[config.mk]
export PLATFORM = sky130hd
export DESIGN_NAME = pipelined_barrel_shifter
export DESIGN_NICKNAME = d
export VERILOG_FILES = /design/src/rtl/barrel_shifter_pkg.sv /design/src/rtl/barrel_shift_stage.sv /design/src/rtl/pipelined_barrel_shifter.sv
export SDC_FILE = /design/constraint.sdc
export NUM_CORES = 1
export LEC_CHECK = 0
export ABC_AREA = 1
export BUFFER_PORTS_ARGS = -buffer_cell sky130_fd_sc_hd__buf_2
export CORE_MARGIN = 10
export CORE_UTILIZATION = 51
export DETAILED_ROUTE_END_ITERATION = 8
export MAX_ROUTING_LAYER = met4
export PLACE_DENSITY = 0.74
export SLEW_MARGIN = 10
export SYNTH_ARGS = -nofsm -noshare
export SYNTH_HDL_FRONTEND = slang
export SYNTH_SLANG_ARGS = --single-unit
[constraint.sdc]
create_clock -name clk -period 1.4 [get_ports clk]
set_input_delay 0.28 -clock clk [delete_from_list [all_inputs] [get_ports clk]]
set_output_delay 0.28 -clock clk [all_outputs]
set_load 0.01 [all_outputs]
[src/rtl/barrel_shifter_pkg.sv]
// Shared types and rank-partitioning helpers for the pipelined barrel shifter.
// The per-rank payload is data + shamt (width set by the top) plus the shift_ctrl_t sideband.
package barrel_shifter_pkg;

  typedef enum logic [1:0] {
    SHIFT_SLL = 2'b00,
    SHIFT_SRL = 2'b01,
    SHIFT_SRA = 2'b10,
    SHIFT_ROR = 2'b11
  } shift_op_e;

  // Sideband carried with each beat; sign is in_a's MSB captured at input.
  typedef struct packed {
    shift_op_e op;
    logic      sign;
    logic      sticky;
  } shift_ctrl_t;

  localparam int CTRL_W = $bits(shift_ctrl_t);

  function automatic int levels_per_rank(input int levels, input int ranks);
    return (levels + ranks - 1) / ranks;
  endfunction

  function automatic int rank_first(input int r, input int levels, input int ranks);
    return r * levels_per_rank(levels, ranks);
  endfunction

  // Trailing ranks may be left with fewer (or zero) levels.
  function automatic int rank_levels(input int r, input int levels, input int ranks);
    int rem;
    int lpr;
    lpr = levels_per_rank(levels, ranks);
    rem = levels - rank_first(r, levels, ranks);
    if (rem <= 0) return 0;
    return (rem < lpr) ? rem : lpr;
  endfunction

endpackage

[src/rtl/barrel_shift_stage.sv]
// One pipeline rank: COUNT mux levels starting at level FIRST, then a valid/data slice.
// Optional sticky accumulation under STICKY_EN.
module barrel_shift_stage
  import barrel_shifter_pkg::*;
#(
  parameter int WIDTH = 32,
  parameter int FIRST = 0,
  parameter int COUNT = 1
) (
  input  logic                      clk,
  input  logic                      rst_n,
  input  logic                      src_valid,
  input  logic [WIDTH-1:0]          src_data,
  input  logic [$clog2(WIDTH)-1:0]  src_shamt,
  input  logic [CTRL_W-1:0]         src_ctrl,
  input  logic                      take,
  output logic                      valid,
  output logic [WIDTH-1:0]          data,
  output logic [$clog2(WIDTH)-1:0]  shamt,
  output logic [CTRL_W-1:0]         ctrl
);

  shift_ctrl_t               src_c;
  shift_ctrl_t               nxt_c;
  logic [COUNT:0][WIDTH-1:0] d_chain;
  logic [COUNT:0]            s_chain;
  logic                      load;

  function automatic logic [WIDTH-1:0] shift_level(input logic [WIDTH-1:0] d, input int amt,
                                                   input shift_op_e op, input logic sign);
    logic [WIDTH-1:0] ones;
    ones = '1;
    case (op)
      SHIFT_SLL: shift_level = d << amt;
      SHIFT_SRL: shift_level = d >> amt;
      SHIFT_SRA: shift_level = (d >> amt) | (sign ? ~(ones >> amt) : '0);
      default:   shift_level = (d >> amt) | (d << (WIDTH - amt));
    endcase
  endfunction

`ifdef STICKY_EN
  function automatic logic discarded(input logic [WIDTH-1:0] d, input int amt, input shift_op_e op);
    logic [WIDTH-1:0] ones;
    ones = '1;
    discarded = ((op == SHIFT_SRL) || (op == SHIFT_SRA)) && (|(d & ~(ones << amt)));
  endfunction
`endif

  assign src_c      = shift_ctrl_t'(src_ctrl);
  assign d_chain[0] = src_data;
  assign s_chain[0] = src_c.sticky;

  for (genvar g = 0; g < COUNT; g++) begin : g_level
    localparam int AMT = 1 << (FIRST + g);
    assign d_chain[g+1] = src_shamt[FIRST+g] ?
                          shift_level(d_chain[g], AMT, src_c.op, src_c.sign) : d_chain[g];
`ifdef STICKY_EN
    assign s_chain[g+1] = s_chain[g] | (src_shamt[FIRST+g] & discarded(d_chain[g], AMT, src_c.op));
`else
    assign s_chain[g+1] = s_chain[g];
`endif
  end

  assign nxt_c = '{op: src_c.op, sign: src_c.sign, sticky: s_chain[COUNT]};

  // An empty rank always loads; a full one only when its content leaves.
  assign load  = !valid || take;

  // ---- rank register boundary ----
  always_ff @(posedge clk or negedge rst_n) begin
    if (!rst_n) begin
      valid <= 1'b0;
      data  <= '0;
      shamt <= '0;
      ctrl  <= '0;
    end else if (load) begin
      valid <= src_valid;
      if (src_valid) begin
        data  <= d_chain[COUNT];
        shamt <= src_shamt;
        ctrl  <= nxt_c;
      end
    end
  end

endmodule

[src/rtl/pipelined_barrel_shifter.sv]
// Registered, back-pressurable SLL/SRL/SRA/ROR shifter split over PIPE_STAGES ranks.
// Define STICKY_EN to generate the shifted-out sticky bit; otherwise out_sticky is 0.
module pipelined_barrel_shifter
  import barrel_shifter_pkg::*;
#(
  parameter int WIDTH       = 32,
  parameter int PIPE_STAGES = 2
) (
  input  logic                      clk,
  input  logic                      rst_n,
  input  logic                      in_valid,
  output logic                      in_ready,
  input  logic [WIDTH-1:0]          in_a,
  input  logic [$clog2(WIDTH)-1:0]  in_shamt,
  input  logic [1:0]                in_op,
  output logic                      out_valid,
  input  logic                      out_ready,
  output logic [WIDTH-1:0]          out_res,
  output logic                      out_sticky
);

  localparam int L = $clog2(WIDTH);

  // Index 0 is the input port; index r+1 is the register of rank r.
  logic [PIPE_STAGES:0]             vld;
  logic [PIPE_STAGES:0]             rdy;
  logic [PIPE_STAGES:0][WIDTH-1:0]  data;
  logic [PIPE_STAGES:0][L-1:0]      shamt;
  logic [PIPE_STAGES:0][CTRL_W-1:0] ctrl;
  shift_ctrl_t                      in_c;
  shift_ctrl_t                      last_c;
  logic                             unused_bits;

  assign in_c     = '{op: shift_op_e'(in_op), sign: in_a[WIDTH-1], sticky: 1'b0};
  assign vld[0]   = in_valid;
  assign data[0]  = in_a;
  assign shamt[0] = in_shamt;
  assign ctrl[0]  = in_c;

  // Stall chain evaluated in one process, back to front from out_ready.
  always_comb begin
    rdy = '0;
    rdy[PIPE_STAGES] = out_ready;
    for (int r = PIPE_STAGES - 1; r >= 0; r--) begin
      rdy[r] = !vld[r+1] || rdy[r+1];
    end
  end

  assign in_ready = rdy[0];

  for (genvar r = 0; r < PIPE_STAGES; r++) begin : g_rank
    barrel_shift_stage #(
      .WIDTH (WIDTH),
      .FIRST (rank_first(r, L, PIPE_STAGES)),
      .COUNT (rank_levels(r, L, PIPE_STAGES))
    ) u_stage (
      .clk       (clk),
      .rst_n     (rst_n),
      .src_valid (vld[r]),
      .src_data  (data[r]),
      .src_shamt (shamt[r]),
      .src_ctrl  (ctrl[r]),
      .take      (rdy[r+1]),
      .valid     (vld[r+1]),
      .data      (data[r+1]),
      .shamt     (shamt[r+1]),
      .ctrl      (ctrl[r+1])
    );
  end

  assign last_c    = shift_ctrl_t'(ctrl[PIPE_STAGES]);
  assign out_valid = vld[PIPE_STAGES];
  assign out_res   = data[PIPE_STAGES];

`ifdef STICKY_EN
  assign out_sticky  = last_c.sticky;
  assign unused_bits = ^{shamt[PIPE_STAGES], last_c.op, last_c.sign};
`else
  assign out_sticky  = 1'b0;
  assign unused_bits = ^{shamt[PIPE_STAGES], last_c};
`endif

endmodule

==> results of run 1 <==
worst register-to-register path, cell delays in order (launching register included):
cell and delay, ps:
sky130_fd_sc_hd__dfrtp_1 420, sky130_fd_sc_hd__nor2_4 190, sky130_fd_sc_hd__inv_4 90, sky130_fd_sc_hd__buf_4 160, sky130_fd_sc_hd__o21ai_1 120, sky130_fd_sc_hd__o211ai_1 110
sky130_fd_sc_hd__o21ai_1 160, sky130_fd_sc_hd__nand2_1 80, sky130_fd_sc_hd__o21ai_1 80, sky130_fd_sc_hd__nand2_1 70, sky130_fd_sc_hd__nand2_1 50
power breakdown:
group	switching (mW)	total (mW)	leakage (nW)	internal [mW]
clock	0.976	2.21	0.135	1.23
combinational	2.64	4.47	3.18	1.84
sequential	0.417	3.05	0.838	2.64
cells by family after synthesis:
| family | after synthesis | synth area share, % |
|---|---|---|
| AND/OR/NAND/NOR | 567 | 43.6 |
| buffers and inverters | 185 | 14.4 |
| AO/OA/AOI/OAI | 172 | 14.1 |
| flip-flops | 71 | 27.9 |
| other | 1 | 0.0588 |
layout make-up:
cell class              count  area (um2)
fillers                  1093        3710
inverters                  92         358
repair buffers            196        1640
well taps                 168         210
clock inverters             7        61.3
multi-input cells         741        4130
clock buffers               9         225
flip-flops and latches     71        1780
layout by cell type, fill, tap and decap left out, drive strengths merged, types with 14 or more instances in the layout:
cell type	instances
nand4	41
a21oi	39
o21ai	113
dfrtp	71
nor2	54
buf	189
nand2	287
clkbuf	14
inv	96
nand3b	14
nand3	164
state kept, by name, indices dropped and copies added, names as in the netlist:
signal / count
g_rank.u_stage.ctrl: 3
g_rank.u_stage.data: 64
g_rank.u_stage.valid: 2
g_rank.u_stage.shamt: 2
per-stage QoR:
step	worst slack (ps)	TNS, ps	cells	hold WS (ps)	utilization, %
2_1_floorplan	7.03	0	996	-15.6	-
3_3_place_gp	-338	-13580	1251	331	60.5
3_5_place_dp	-365	-13640	1251	331	60.5
4_1_cts	-158	-1580	1271	165	64.1
5_1_grt	-303	-5270	1284	174	69.4
6_report	-174	-1930	1284	174	69.4
path summary, 6_finish.rpt:
kind | cells past startpoint | slack, ps | end
worst max-delay path | 10 | -170 | g_rank[1].u_stage.data[8]
worst min-delay path | 3 | 170 | g_rank[0].u_stage.shamt[4]
worst max register to register | 10 | -170 | g_rank[1].u_stage.data[8]
worst min register to register | 2 | 470 | g_rank[1].u_stage.data[21]
max in group asynchronous | 3 | 580 | g_rank[0].u_stage.shamt[3]
min in group asynchronous | 3 | 510 | g_rank[0].u_stage.valid
metal layers:
layer,GRT usage (%),vias to the layer above
li1,-,3524
met1,31.6,3464
met2,39.1,376
met3,3.81,73
met4,9.83,0
met5,-,-
what timing repair did:
| item | 4_1_cts | 5_1_grt |
|---|---|---|
| setup buffers | 2 | 6 |
| hold buffers | 1 | 0 |
| pin swaps | 10 | 36 |
| hold endpoints to repair | 71 | 0 |
| resized for setup | 59 | 129 |
| cloned | 1 | 7 |
| setup endpoints to repair | 35 | 63 |
==> impl_metrics.toml, run 1 <==
[worst_setup_path]
timing.critical_path.arrival_ps = 1850
path_cells = "nor2_4, inv_4, buf_4, o21ai_1, o211ai_1, o21ai_1, nand2_1, o21ai_1, nand2_1, nand2_1"
worst_ep_required_time_ps = 1680
timing.critical_path.from_type = "flop"
critical_path.reg2reg.startpoint = "g_rank[0].u_stage.ctrl[2]"
path_delay_family = "compound AO/OA/AOI/OAI gates"
crit_buf_inv = 2
setup.worst_path.class = "reg2reg"
timing.critical_path.slowest_stage_cell = "sky130_fd_sc_hd__dfrtp_1"
critPathMaxStageDelay_ps = 420
startpoint = "g_rank[0].u_stage.ctrl[2]"
cp_max_fo = 9
cp-end-kind = "flop"

[synthesis]
synthesis.area_per_instance_um2 = 6.40
synth_commonest_cells = "sky130_fd_sc_hd__nand2_1 (279), sky130_fd_sc_hd__nand3_1 (123), sky130_fd_sc_hd__inv_1 (87), sky130_fd_sc_hd__o21ai_0 (87), sky130_fd_sc_hd__dfrtp_1 (71)"
synth.ff_latch_count = 71
yosys_most_used_dff = "sky130_fd_sc_hd__dfrtp_1"
post-synth-top-area-cell = "sky130_fd_sc_hd__dfrtp_1"
cell_count_after_synthesis = 996
synth.most_common_cell = "sky130_fd_sc_hd__nand2_1"
synth_fp_nets = 1039
netlist.area_leader.share_pct = 27.9
netlist-cell-type-count = 29
synth_edf_count = 0
yosys_warnings = 0
synth.yosys.seq_area_share_pct = 27.9
postSynth.asyncResetShare_pct = 100
synthesis.area_um2 = 6370
post_synth_main_area_contributors = "sky130_fd_sc_hd__dfrtp_1 (28%), sky130_fd_sc_hd__nand2_1 (16%), sky130_fd_sc_hd__nand3_1 (9.7%), sky130_fd_sc_hd__o21ai_0 (6.8%), sky130_fd_sc_hd__nand3_2 (6.4%)"

[routing]
detail-route-antenna-nets = 0
routed_wirelength_um = 23100
met1Wirelength_um = 9630
post-route-drc-count = 0
uppermost_layer_routed = "met4"
drt_pre_antenna_iters = 5
route.met3.wl_um = 1700
post_drt_wl_per_cell_um = 18.0
viasPerCell = 5.79
drt_first_iter_violations = 767
routed-via-count = 7437
met2_wirelength_um = 10900

[cts]
cts-htree-levels = 3
numCtsBuffers = 9
root_buffer = "sky130_fd_sc_hd__clkbuf_16"
clock_tree.buffer_depth = 2
tritoncts_clock_tree = "built"
worst_skew_late_latency_ps = 340
clk_pin_slew_worst_paths_ps = 60
cts.sink_count = 71

[power_and_ir_drop]
power-per-cell-area_nw_per_um2 = 1160
vdd_ir_drop_max_mv = 0.666
static-leakage-power_nw = 4.16
report.power.total_mw = 9.74

[floorplan]
die_height_um = 132
chipWidth_um = 132
initial_utilization_pct = 52.6
number_of_top_level_pins = 78
floorplan.core_area_um2 = 12100
floorplan_row_count = 40
design.die.area_um2 = 17400

[cells_and_area]
num_antenna_cells = 0
num-nets-final = 1154
area_delta_synth_final_pct = 31.8
drive_gt1_share_pct = 33.0
final_design_area_no_fill_um2 = 8400

[placement]
final_hpwl_from_detailed_placement_um = 16600
number_of_i_o_port_buffers = 76
placed_area_um2 = 7330
gp_routability_congestion = 0.992

[status]
outcome = "complete, but fails checks"
failing_checks = "setup timing"

[global_route]
overflow = 0
grt_max_degree = 72
grt_antenna_before_repair = 0
grt_usage_pct = 24.9
grt_first_pass_wirelength_um = 35400
grt_pass1_vias = 6882

[timing]
final_min_period_over_clock_period_pct = 112
timing.final.hold_violations = 0
clock_skew_ps = 11.6
setup_viol_count_final = 26
final_worst_setup_slack_ps = -174
setup_repair_after_global_routing_missed_its_margin = "yes"
period_minus_slack_ps = 1570
fmaxAchievable_ghz = 0.635
timing.final.max_slew_violations = 0

[hold_path]
holdCritStartpoint = "in_shamt[4]"
hold_class = "in2reg"

[run]
count_of_max_cap_constraint_violations = 0
Note: power is estimated with default switching activity, not from simulation.
==> run 2: changes to the inputs <==
- CELL_PAD_IN_SITES_DETAIL_PLACEMENT: default -> 0
- CELL_PAD_IN_SITES_GLOBAL_PLACEMENT: default -> 1
- CORE_UTILIZATION: 51 -> 38
- PLACE_DENSITY: 0.74 -> default
- PLACE_DENSITY_LB_ADDON: default -> 0.1
==> impl_metrics.toml, run 2 (synthesis gave the netlist of run 1 again) <==
[worst_setup_path]
timing.critical_path.arrival_ps = 1900
startpoint = "g_rank[0].u_stage.ctrl[3]"
timing.critical_path.from_type = "flop"
cp-end-kind = "flop"
setup.worst_path.class = "reg2reg"
critical_path.reg2reg.startpoint = "g_rank[0].u_stage.ctrl[3]"
cp_max_fo = 7
worst_ep_required_time_ps = 1630

[routing]
routed-via-count = 7309
drt_first_iter_violations = 677
post-route-drc-count = 0
drt_pre_antenna_iters = 5
routed_wirelength_um = 24700
detail-route-antenna-nets = 0
post_drt_wl_per_cell_um = 18.1
viasPerCell = 5.37

[global_route]
grt_pass1_vias = 6758
grt_usage_pct = 20.8
overflow = 0
grt_antenna_before_repair = 0
grt_max_degree = 72
grt_first_pass_wirelength_um = 36600

[floorplan]
number_of_top_level_pins = 78
floorplan_row_count = 47
initial_utilization_pct = 38.6
design.die.area_um2 = 22400
die_height_um = 150
floorplan.core_area_um2 = 16500
chipWidth_um = 150

[cts]
cts.sink_count = 71
cts-htree-levels = 3
root_buffer = "sky130_fd_sc_hd__clkbuf_16"
worst_skew_late_latency_ps = 340
tritoncts_clock_tree = "built"
clock_tree.buffer_depth = 2
clk_pin_slew_worst_paths_ps = 60
numCtsBuffers = 9

[status]
failing_checks = "setup timing"
outcome = "complete, but fails checks"

[cells_and_area]
area_delta_synth_final_pct = 42.0
final_design_area_no_fill_um2 = 9050
num-nets-final = 1179
layout_commonest_cell = "sky130_fd_sc_hd__nand2_1"
drive_gt1_share_pct = 34.4
reg_top3 = "g_rank.u_stage.data: 64 flops, g_rank.u_stage.ctrl: 3 flops"
num_antenna_cells = 0
most-common-layout-cells = "sky130_fd_sc_hd__nand2_1 (265), sky130_fd_sc_hd__buf_4 (94), sky130_fd_sc_hd__inv_1 (85)"
largest-register = "g_rank.u_stage.data"
fillCellCount = 1625
instances_no_fill = 1361
number_of_flip_flops_in_the_largest_register = 64
post-route-util_pct = 54.8

[power_and_ir_drop]
internal_power_mw = 6.40
power-per-cell-area_nw_per_um2 = 1160
clock_share_of_power_pct = 25.8
static-leakage-power_nw = 4.40
p_sw_share_pct = 38.8
pwr-share-seq_pct = 29.2
vdd_ir_drop_max_mv = 0.654
net-switching-power_mw = 4.06
pwr-share-comb_pct = 45.1

[placement]
number_of_i_o_port_buffers = 76
placed_area_um2 = 7360
gp_routability_congestion = 0.942
dpl.cell_count = 1295
final_hpwl_from_detailed_placement_um = 17700

[timing]
timing.final.max_slew_violations = 0
final_worst_setup_slack_ps = -277
period_minus_slack_ps = 1680
timing.final.hold_violations = 0
fmaxAchievable_ghz = 0.596
finalHoldWorstSlack_ps = 159
final_min_period_over_clock_period_pct = 120
setup_repair_after_global_routing_missed_its_margin = "yes"
setup_viol_count_final = 34
clock_skew_ps = 4.74

[hold_path]
holdCritStartpoint = "in_shamt[4]"
hold_class = "in2reg"

[run]
count_of_max_cap_constraint_violations = 0
[run 2: area by class of cell]
cell class | instances | area [um2] | area share (%)
clock inverter | 6 | 108 | 1.19
timing repair inverter | 1 | 7.51 | 0.0829
timing repair buffer | 220 | 1960 | 21.7
sequential | 71 | 1780 | 19.6
clock buffer | 10 | 239 | 2.64
inverter | 92 | 359 | 3.97
tap | 220 | 275 | 3.04
multi-input combinational | 741 | 4330 | 47.8
[run 2: path summary, 6_finish.rpt]
path / cells past startpoint / endpoint / slack, ps
hold reg to reg: 2 / g_rank[1].u_stage.data[15] / 470
hold / removal: 3 / g_rank[0].u_stage.shamt[4] / 160
setup reg to reg: 8 / g_rank[1].u_stage.data[2] / -280
setup / recovery: 8 / g_rank[1].u_stage.data[2] / -280
max in group asynchronous: 3 / g_rank[0].u_stage.data[16] / 570
min in group asynchronous: 3 / g_rank[1].u_stage.data[14] / 500
[run 2: critical path: stages, from the launching register on]
cell and delay (ps):
sky130_fd_sc_hd__dfrtp_1 400, sky130_fd_sc_hd__nor2_4 190, sky130_fd_sc_hd__clkinvlp_4 240, sky130_fd_sc_hd__buf_6 190
sky130_fd_sc_hd__nand3_1 50, sky130_fd_sc_hd__o21ai_0 120, sky130_fd_sc_hd__buf_4 160, sky130_fd_sc_hd__a21oi_1 120
sky130_fd_sc_hd__a21oi_1 80
[run 2: through the flow]
step,power (mW),worst slack (ps),TNS (ps)
final,10.5,-277,-6600
after global routing,11.1,-370,-9770
after CTS,9.80,-256,-6010
after detailed placement,7.01,-362,-14230
after global placement,6.98,-338,-13200
after floorplan,5.78,7.03,0
[run 2: routing by layer]
layer  share of wire, %  GRT usage (%)  up-vias
met2                 49           34.1      236
met4                2.2           5.64        0
li1                   -              -     3575
met3                4.2           1.81       49
met5                  0              -        -
met1                 44           27.0     3449
[run 2: power groups by stage]
stage,clock [mW],combinational [mW],sequential (mW)
after floorplan,0,2.85,2.94
after global placement,0,3.93,3.05
after detailed placement,0,3.94,3.07
final,2.69,4.71,3.05
after CTS,2.71,4.05,3.04
after global routing,2.80,5.19,3.13
[run 2: timing repair]
action                                 CTS  global route
setup endpoints to repair               36            64
endpoints found under the hold margin   45             0
setup buffers                            2            37
gates resized for setup                 21           206
gates cloned                             2             9
pin swaps                                2            89
hold buffers                             1             0
